$ cat config.mk
export PLATFORM = sky130hd
export DESIGN_NAME = csa_word_scheduler
export DESIGN_NICKNAME = d
export VERILOG_FILES = /design/src/rtl/csa_seq_pkg.sv /design/src/rtl/conditional_sum_adder.sv /design/src/rtl/csa_rr_arb2.sv /design/src/rtl/csa_word_scheduler.sv
export SDC_FILE = /design/constraint.sdc
export NUM_CORES = 1
export LEC_CHECK = 0
export BUFFER_PORTS_ARGS = -buffer_cell sky130_fd_sc_hd__buf_2
export CAP_MARGIN = 0
export CORE_UTILIZATION = 46
export DETAILED_ROUTE_END_ITERATION = 8
export MAX_ROUTING_LAYER = met4
export PLACE_DENSITY = 0.88
export SYNTH_ARGS = -nofsm -noshare
export SYNTH_HDL_FRONTEND = slang
export SYNTH_SLANG_ARGS = --single-unit
$ cat constraint.sdc
create_clock -name clk -period 2.6 [get_ports clk]
set_input_delay 0.26 -clock clk [delete_from_list [all_inputs] [get_ports clk]]
set_output_delay 0.26 -clock clk [all_outputs]
set_load 0.05 [all_outputs]
$ cat src/rtl/csa_seq_pkg.sv
// Shared definitions for the byte-serial adder scheduler: FSM encoding,
// datapath byte width and requester count.
package csa_seq_pkg;

    localparam int BYTE_W = 8;
    localparam int NREQ   = 2;

    typedef enum logic [1:0] {
        ST_IDLE = 2'd0,
        ST_RUN  = 2'd1,
        ST_DONE = 2'd2
    } state_e;

endpackage

$ cat src/rtl/conditional_sum_adder.sv
// Combinational conditional-sum adder: per-bit sum/carry pairs for both carry-in
// assumptions are merged in log2(WIDTH) levels. WIDTH must be a power of two.
module conditional_sum_adder #(
    parameter int WIDTH = 8
) (
    input  logic [WIDTH-1:0] x,
    input  logic [WIDTH-1:0] y,
    input  logic             cin,
    output logic [WIDTH-1:0] sum,
    output logic             cout
);

    localparam int LVLS = $clog2(WIDTH);

    // s0/s1: sums assuming block carry-in 0/1; c0/c1: carry out of the block
    // whose lowest bit is the index.
    always_comb begin
        logic [WIDTH-1:0] s0, s1, c0, c1;
        logic [WIDTH-1:0] n0, n1, m0, m1;
        for (int i = 0; i < WIDTH; i++) begin
            s0[i] = x[i] ^ y[i];
            s1[i] = ~(x[i] ^ y[i]);
            c0[i] = x[i] & y[i];
            c1[i] = x[i] | y[i];
        end
        for (int lvl = 0; lvl < LVLS; lvl++) begin
            n0 = s0;
            n1 = s1;
            m0 = c0;
            m1 = c1;
            for (int b = 0; b < WIDTH; b += (2 << lvl)) begin
                for (int j = b + (1 << lvl); j < b + (2 << lvl); j++) begin
                    n0[j] = c0[b] ? s1[j] : s0[j];
                    n1[j] = c1[b] ? s1[j] : s0[j];
                end
                m0[b] = c0[b] ? c1[b + (1 << lvl)] : c0[b + (1 << lvl)];
                m1[b] = c1[b] ? c1[b + (1 << lvl)] : c0[b + (1 << lvl)];
            end
            s0 = n0;
            s1 = n1;
            c0 = m0;
            c1 = m1;
        end
        sum  = cin ? s1 : s0;
        cout = cin ? c1[0] : c0[0];
    end

endmodule

$ cat src/rtl/csa_rr_arb2.sv
// Two-way round-robin arbiter: a lone valid requester always wins; on contention
// the pointer picks the winner.
module csa_rr_arb2
    import csa_seq_pkg::*;
(
    input  logic [NREQ-1:0] valid,
    input  logic            ptr,
    output logic [NREQ-1:0] grant
);

    always_comb begin
        grant = valid;
        if (&valid) begin
            grant = ptr ? 2'b10 : 2'b01;
        end
    end

endmodule

$ cat src/rtl/csa_word_scheduler.sv
// Shares one 8-bit conditional-sum adder between two requesters, adding NBYTES-wide
// operands LSB byte first. Optional subtract support is enabled by defining CSA_SUB_EN.
module csa_word_scheduler
    import csa_seq_pkg::*;
#(
    parameter  int NBYTES = 4,
    localparam int W      = BYTE_W * NBYTES
) (
    input  logic                clk,
    input  logic                rst_n,
    input  logic [NREQ-1:0]     req_valid,
    output logic [NREQ-1:0]     req_ready,
    input  logic [NREQ*W-1:0]   req_a,
    input  logic [NREQ*W-1:0]   req_b,
    input  logic [NREQ-1:0]     req_cin,
`ifdef CSA_SUB_EN
    input  logic [NREQ-1:0]     req_sub,
`endif
    output logic                rsp_valid,
    input  logic                rsp_ready,
    output logic                rsp_id,
    output logic [W-1:0]        rsp_sum,
    output logic                rsp_cout
);

    localparam int KW = (NBYTES > 1) ? $clog2(NBYTES) : 1;
    localparam logic [KW-1:0] K_LAST = KW'(NBYTES - 1);

    state_e            state_q, state_d;
    logic              ptr_q, ptr_d;
    logic [KW-1:0]     k_q, k_d;
    logic              carry_q, carry_d;
    logic              id_q, id_d;
    logic [W-1:0]      sum_q, sum_d;
    logic [W-1:0]      a_q, a_d;
    logic [W-1:0]      b_q, b_d;
    logic              cin_q, cin_d;

    logic [NREQ-1:0]   grant;
    logic              grant_id;
    logic              accept;
    logic [KW+2:0]     byte_off;
    logic [BYTE_W-1:0] add_x, add_y, add_sum;
    logic              add_cin, add_cout;

    // While reset is held the ready outputs already behave as IDLE with ptr = 0.
    csa_rr_arb2 u_arb (
        .valid (req_valid),
        .ptr   (rst_n ? ptr_q : 1'b0),
        .grant (grant)
    );

    assign req_ready = (state_q == ST_IDLE || !rst_n) ? grant : '0;
    assign grant_id  = req_ready[1];
    assign accept    = |(req_valid & req_ready);

    assign byte_off = {k_q, 3'b000};
    assign add_x    = a_q[byte_off +: BYTE_W];
    assign add_y    = b_q[byte_off +: BYTE_W];
    assign add_cin  = (k_q == '0) ? cin_q : carry_q;

    conditional_sum_adder #(.WIDTH(BYTE_W)) u_add (
        .x    (add_x),
        .y    (add_y),
        .cin  (add_cin),
        .sum  (add_sum),
        .cout (add_cout)
    );

    always_comb begin
        state_d = state_q;
        ptr_d   = ptr_q;
        k_d     = k_q;
        carry_d = carry_q;
        id_d    = id_q;
        sum_d   = sum_q;
        a_d     = a_q;
        b_d     = b_q;
        cin_d   = cin_q;
        case (state_q)
            ST_IDLE: begin
                if (accept) begin
                    a_d     = grant_id ? req_a[W +: W] : req_a[W-1:0];
                    b_d     = grant_id ? req_b[W +: W] : req_b[W-1:0];
                    cin_d   = req_cin[grant_id];
`ifdef CSA_SUB_EN
                    if (req_sub[grant_id]) begin
                        b_d   = ~b_d;
                        cin_d = 1'b1;
                    end
`endif
                    id_d    = grant_id;
                    ptr_d   = ~grant_id;
                    k_d     = '0;
                    state_d = ST_RUN;
                end
            end
            ST_RUN: begin
                sum_d[byte_off +: BYTE_W] = add_sum;
                carry_d = add_cout;
                if (k_q == K_LAST) begin
                    state_d = ST_DONE;
                end else begin
                    k_d = k_q + 1'b1;
                end
            end
            ST_DONE: begin
                if (rsp_ready) begin
                    state_d = ST_IDLE;
                end
            end
            default: state_d = ST_IDLE;
        endcase
    end

    always_ff @(posedge clk) begin
        if (!rst_n) begin
            state_q <= ST_IDLE;
            ptr_q   <= 1'b0;
            k_q     <= '0;
            carry_q <= 1'b0;
            id_q    <= 1'b0;
            sum_q   <= '0;
        end else begin
            state_q <= state_d;
            ptr_q   <= ptr_d;
            k_q     <= k_d;
            carry_q <= carry_d;
            id_q    <= id_d;
            sum_q   <= sum_d;
        end
    end

    // Operand latches are only meaningful after an accept, so they skip reset.
    always_ff @(posedge clk) begin
        a_q   <= a_d;
        b_q   <= b_d;
        cin_q <= cin_d;
    end

    assign rsp_valid = (state_q == ST_DONE);
    assign rsp_id    = id_q;
    assign rsp_sum   = sum_q;
    assign rsp_cout  = carry_q;

endmodule
; ---- Word-level counts from Yosys, hierarchy flattened
; Index checks and enable logic that the tools add are counted.
[classes]
magnitude_cmp = 1
shifts = 4
n_reduce_logical = 10
muxes = 57
bitwise = 34
eq_ne = 7
add_sub_neg = 2
[op_table]
columns = cell, n
row1 = 32-bit 2-to-1 mux, 2
row2 = 32-bit by 6-bit variable part select with 8-bit output, 2
row3 = 1-bit 2-to-1 mux, 43
row4 = 32-bit bitwise mux, 1
row5 = "8-bit by 7-bit variable shift with 32-bit output, first input constant", 1
row6 = 8-bit by 7-bit variable part select with 32-bit output, 1
row7 = 2-bit 2-to-1 mux, 8
row8 = 1-bit NOT, 9
row9 = 1-bit AND, 8
row10 = 8-bit 2-to-1 mux, 1
row11 = 1-bit bitwise OR, 8
row12 = 1-bit bitwise XOR, 8
row13 = 5-bit negator with 7-bit output, 1
row14 = "2-bit inequality test, second input constant", 3
row15 = 2-bit case mux with 3 select lines, 1
row16 = 3-bit AND reduction, 2
row17 = "2-bit equality test, second input constant", 2
row18 = 2-bit zero test, 2
row19 = 2-bit case mux with 2 select lines, 1
row20 = 2-bit AND reduction, 2
row21 = "2-bit by 1-bit adder with 2-bit output, second input constant", 1
row22 = 2-bit AND, 1
row23 = "2-bit by 1-bit equality test with 1-bit output, second input constant", 1
row24 = "1-bit by 2-bit less-than comparator with 1-bit output, second input constant", 1
row25 = 5 further kinds, 5
[word_totals]
output_inout_bits = 37
regBits = 104
input_bits = 135

; ---- Logic depth before layout (Yosys ltp)
[depth]
ltp_word = 9
depth_mapped = 11
ltp_nobuf = 9

; ---- Modules after synthesis
; From an unflattened synthesis, not the netlist that was laid out.
[unflattened]
cells_unflattened = 409
hier_area_um2 = 5564.1
[by_module_without_submodules]
columns = module, cells_per_inst, instances, seq_area_each_um2, area_per_inst_um2
row1 = csa_word_scheduler, 307, 1, 2732.6, 4829.6
row2 = conditional_sum_adder, 99, 1, 0.0, 715.7
row3 = csa_rr_arb2, 3, 1, 0.0, 18.8

; ---- Worst setup path before layout
; Ideal clock, no wire load.
[synth_path]
path_kind = reg2reg
startpoint = register k_q[0]
endpoint = register sum_q[14], in the netlist rsp_sum[14]
t_arrival_ps = 2765
stages_incl_launch_ff = 11
path_buffers = 2
setup_slack_ps = -287
setup_time_ps = 122
synth_period_minus_slack_ps = 2887
required_ps = 2478
cell_sequence = dfxtp_1 > buf_2 > buf_2 > mux4_2 > ha_1 > nand2_1 > o21ai_0 > o21ai_4 > mux2_4 > xnor2_2 > o21ai_1
[synth_between]
elab_chain_len = 9
word_cells_on_any_way = 71
[synth_lines]
columns = element, line
row1 = start: declaration, csa_word_scheduler.sv:31  ; logic [KW-1:0] k_q, k_d;
row2 = start signal: assignment, csa_word_scheduler.sv:127  ; k_q <= k_d;
row3 = 32-bit by 6-bit variable part select with 8-bit output (on tied branches), "csa_word_scheduler.sv:58, csa_word_scheduler.sv:59"
row4 = 1-bit bitwise XOR, "conditional_sum_adder.sv:21, conditional_sum_adder.sv:22"
row5 = 1-bit NOT, conditional_sum_adder.sv:22  ; s1[i] = ~(x[i] ^ y[i]);
row6 = 1-bit 2-to-1 mux (on tied branches) (3 in a row), "conditional_sum_adder.sv:33, conditional_sum_adder.sv:34"
row7 = 8-bit 2-to-1 mux, conditional_sum_adder.sv:44  ; sum = cin ? s1 : s0;
row8 = 8-bit by 7-bit variable part select with 32-bit output, csa_word_scheduler.sv:99  ; sum_d[byte_off +: BYTE_W] = add_sum;
row9 = 32-bit bitwise mux *, csa_word_scheduler.sv:99
row10 = end signal: assignment, csa_word_scheduler.sv:130  ; sum_q <= sum_d;
row11 = end: declaration, csa_word_scheduler.sv:34  ; logic [W-1:0] sum_q, sum_d;
; Every way passes the cells marked *; elsewhere a longest branch is shown, timed or not.
; A chain may end at the register's enable or synchronous reset.

; ---- Final worst setup path
; Ends and elaborated chain as after synthesis.

==> metrics <==
Slew HR 0.6286; Placed Cells a little under 900; post-synthesis sequential area ratio 0.5093; dpl ws -133.6 ps; post-synth top area share 0.3638; H-tree depth 3; gpl congestion 0.8621; Total Power roughly 4.4 mW; CP Buf/Inv Count 1; Synth-to-Final Area Change 29.38%; non-filler cells in the finished layout about 900; core box area around 11000 sq um; initial core utilization 0.4719; Top Ports ~170; top post-synthesis cells by area edfxtp_1, nand2_1, dfxtp_1; WL final roughly 13 mm; Max Used Layer met4; run status complete, no violations; clock buffer depth 2; Avg WL per Cell around 14 um; endpoints failing hold 0; adder-cell share of the synthesized area 0.05131; clock latency on the worst-skew pair between 300 and 400 ps; max incr delay on CP 510 ps; Compound-Gate Fraction of Synth Area 0.06996; post-layout util 0.6105; Synth Register Bits ~100; fin area 6942 sq um; Int Power a little over 3 mW; clock group share of total power 0.301; worst hold path type primary input to register; 1st-pass router iterations 4; # fillers 906; commonest cells in the netlist nand2_1, edfxtp_1, dfxtp_1, inv_1, ha_1; initial antenna violation count 0; Die Wd roughly 110 um; Arrival @ worst endpoint approximately 2800 ps; Top delay family on crit path multiplexers; met1 WL between 5 and 6 mm; Post-Syn Nets 713; Max Transition Viols Final 0; actual slew at the worst max-slew pin between 500 and 600 ps; CP Cell Sequence buf_12 > mux4_2 > ha_1 > nand2b_1 > o21ai_2 > mux2i_1 > mux2_4 > xnor2_2 > o21ai_1; CTS tree done; Worst IR Drop VDD 0.0004862 V; Crit Path Max Fanout 7; Global Route Usage Sum 0.2266; first-pass GRT wire length just under 20 mm; # rows 39; Period Utilization, post-route 0.9664; Warnings, synthesis 0; Seq. cell area 2736 sq um; Cell Pwr Density roughly 630 nW/um^2; simple-gate share of the synthesized area 0.2390; gr ovfl total 0; ys async rst share 0; routed vias between 4000 and 5000; placed inst area about 6500 sq um; Leak 3.262 nW; drt drc 0; number of vias per cell between 5 and 6; final setup fails 0; Post-synth EDFFs 65; most frequent cell after synthesis nand2_1; Die Y-Extent between 100 and 150 um; Slowest cell on crit path mux4_2; Avg Inst Size Synth around 9.6 sq um; Yosys top cell by area edfxtp_1; worst setup path class register to register; Reg power frac 0.445; Cell Area, Synth approximately 5400 sq um; diode count 0; WL met3 about 740 um; Final ANT Viol Nets 0; CTS sink cnt around 100; CTS root buf clkbuf_16; port bufs ~170; Worst Skew about 10 ps; # Max-Cap Violations 0; Met2 Routed Length between 6 and 7 mm; achievable frequency 398.0 MHz; Comb power frac 0.254; pin count of the biggest net entering global routing 66; largest family of logic cells by synthesized area simple AND/OR/NAND/NOR gates; Cell variety after synth a little over 40; ys flop type edfxtp_1; min Tclk post-route approximately 2500 ps; full die area about 12000 sq um; XOR/XNOR share of the synthesized area 0.01119; Num CTS Buffers 9; Final WS setup around 87 ps; multi-input logic area 2524 sq um; Synth Instances about 560; Final nets between 900 and 1000; crit path capture type register; startpoint types register; Sw Ratio 0.3029; dpl hpwl between 9 and 10 mm; drt first-iter violations ~270; CP required 2840 ps; post-synthesis mux area share 0.08582; P_sw 1.320 mW; vias in the first global route approximately 4100; layout cells sized above 1 0.3471; Clk pin slew, worst setup/hold paths approximately 70 ps; RSZ-0062 raised after global routing true
cells by family (layout without fill, tap and decap cells):
family | Yosys count | in the layout
mux | 25 | 25
xor+xnor | 6 | 6
fa+ha+maj | 22 | 22
flops | 104 | 104
compound gates | 56 | 56
simple gates | 296 | 296
buf+inv | 47 | 240
tightest hold or removal path: stages:
cell	delay, ps
buf_2	70
nand2_1	40
nand2_1	40
cell type report:
cell class                 count  area share
clock buffer                   9     0.03244
clock inverter                 7    0.009913
timing repair buffer         201      0.1617
sequential                   104      0.3942
inverter                      23     0.01244
multi-input combinational    405      0.3636
tap                          143     0.02578
flip-flops by register name, indices dropped and copies added (netlist names):
signal and cells:
cin_q 1, rsp_id 1, b_q 32, state_q 2, a_q 32, rsp_cout 1
ptr_q 1, rsp_sum 32, k_q 2
through the flow:
stage	hold WS, ps	setup TNS (ps)
floorplan	434.4	0
finish	162.8	0
detailed placement	443.5	-877.1
global placement	431.4	0
CTS	159.9	0
global route	166.0	-62.31
cell usage in the layout, fill, tap and decap left out, drive strengths merged, types with 8 or more instances in the layout:
cell and count:
nand3 8, inv 27, edfxtp 65, ha 22
o21ai 23, nor2 9, nor2b 19, o2111ai 8
mux4 16, clkbuf 9, and2 8, buf 201
a22oi 13, dfxtp 39, nand2 236
what timing repair did:
item / in CTS / in global routing
setup buffers: 3 / 1
resized for setup: 1 / 22
setup endpoints to repair: 20 / 25
pin swaps: 0 / 5
hold buffers: 0 / 0
path summary, 6_finish.rpt:
check | slack, ps | depth (start not counted) | to | startpoint
worst max-delay path | 90 | 9 | rsp_sum[14] | k_q[0]
worst min register to register | 450 | 2 | rsp_sum[30] | rsp_sum[30]
worst max register to register | 90 | 9 | rsp_sum[14] | k_q[0]
worst min-delay path | 160 | 3 | b_q[25] | req_b[57]
metal layers:
metal	global-route usage	vias to the layer above
met3	0.04174	25
met2	0.4022	180
met1	0.2595	2085
li1	-	2263
met4	0.06952	0
met5	-	-
power groups by stage:
| stage | registers (mW) | clock network (mW) | logic [mW] |
|---|---|---|---|
| global placement | 1.98 | 0 | 1.01 |
| detailed placement | 1.98 | 0 | 1.04 |
| global route | 1.95 | 1.39 | 1.21 |
| CTS | 1.94 | 1.32 | 1.05 |
| floorplan | 2.03 | 0 | 0.596 |
| finish | 1.94 | 1.31 | 1.11 |
Note: power is estimated with default switching activity, not from simulation.
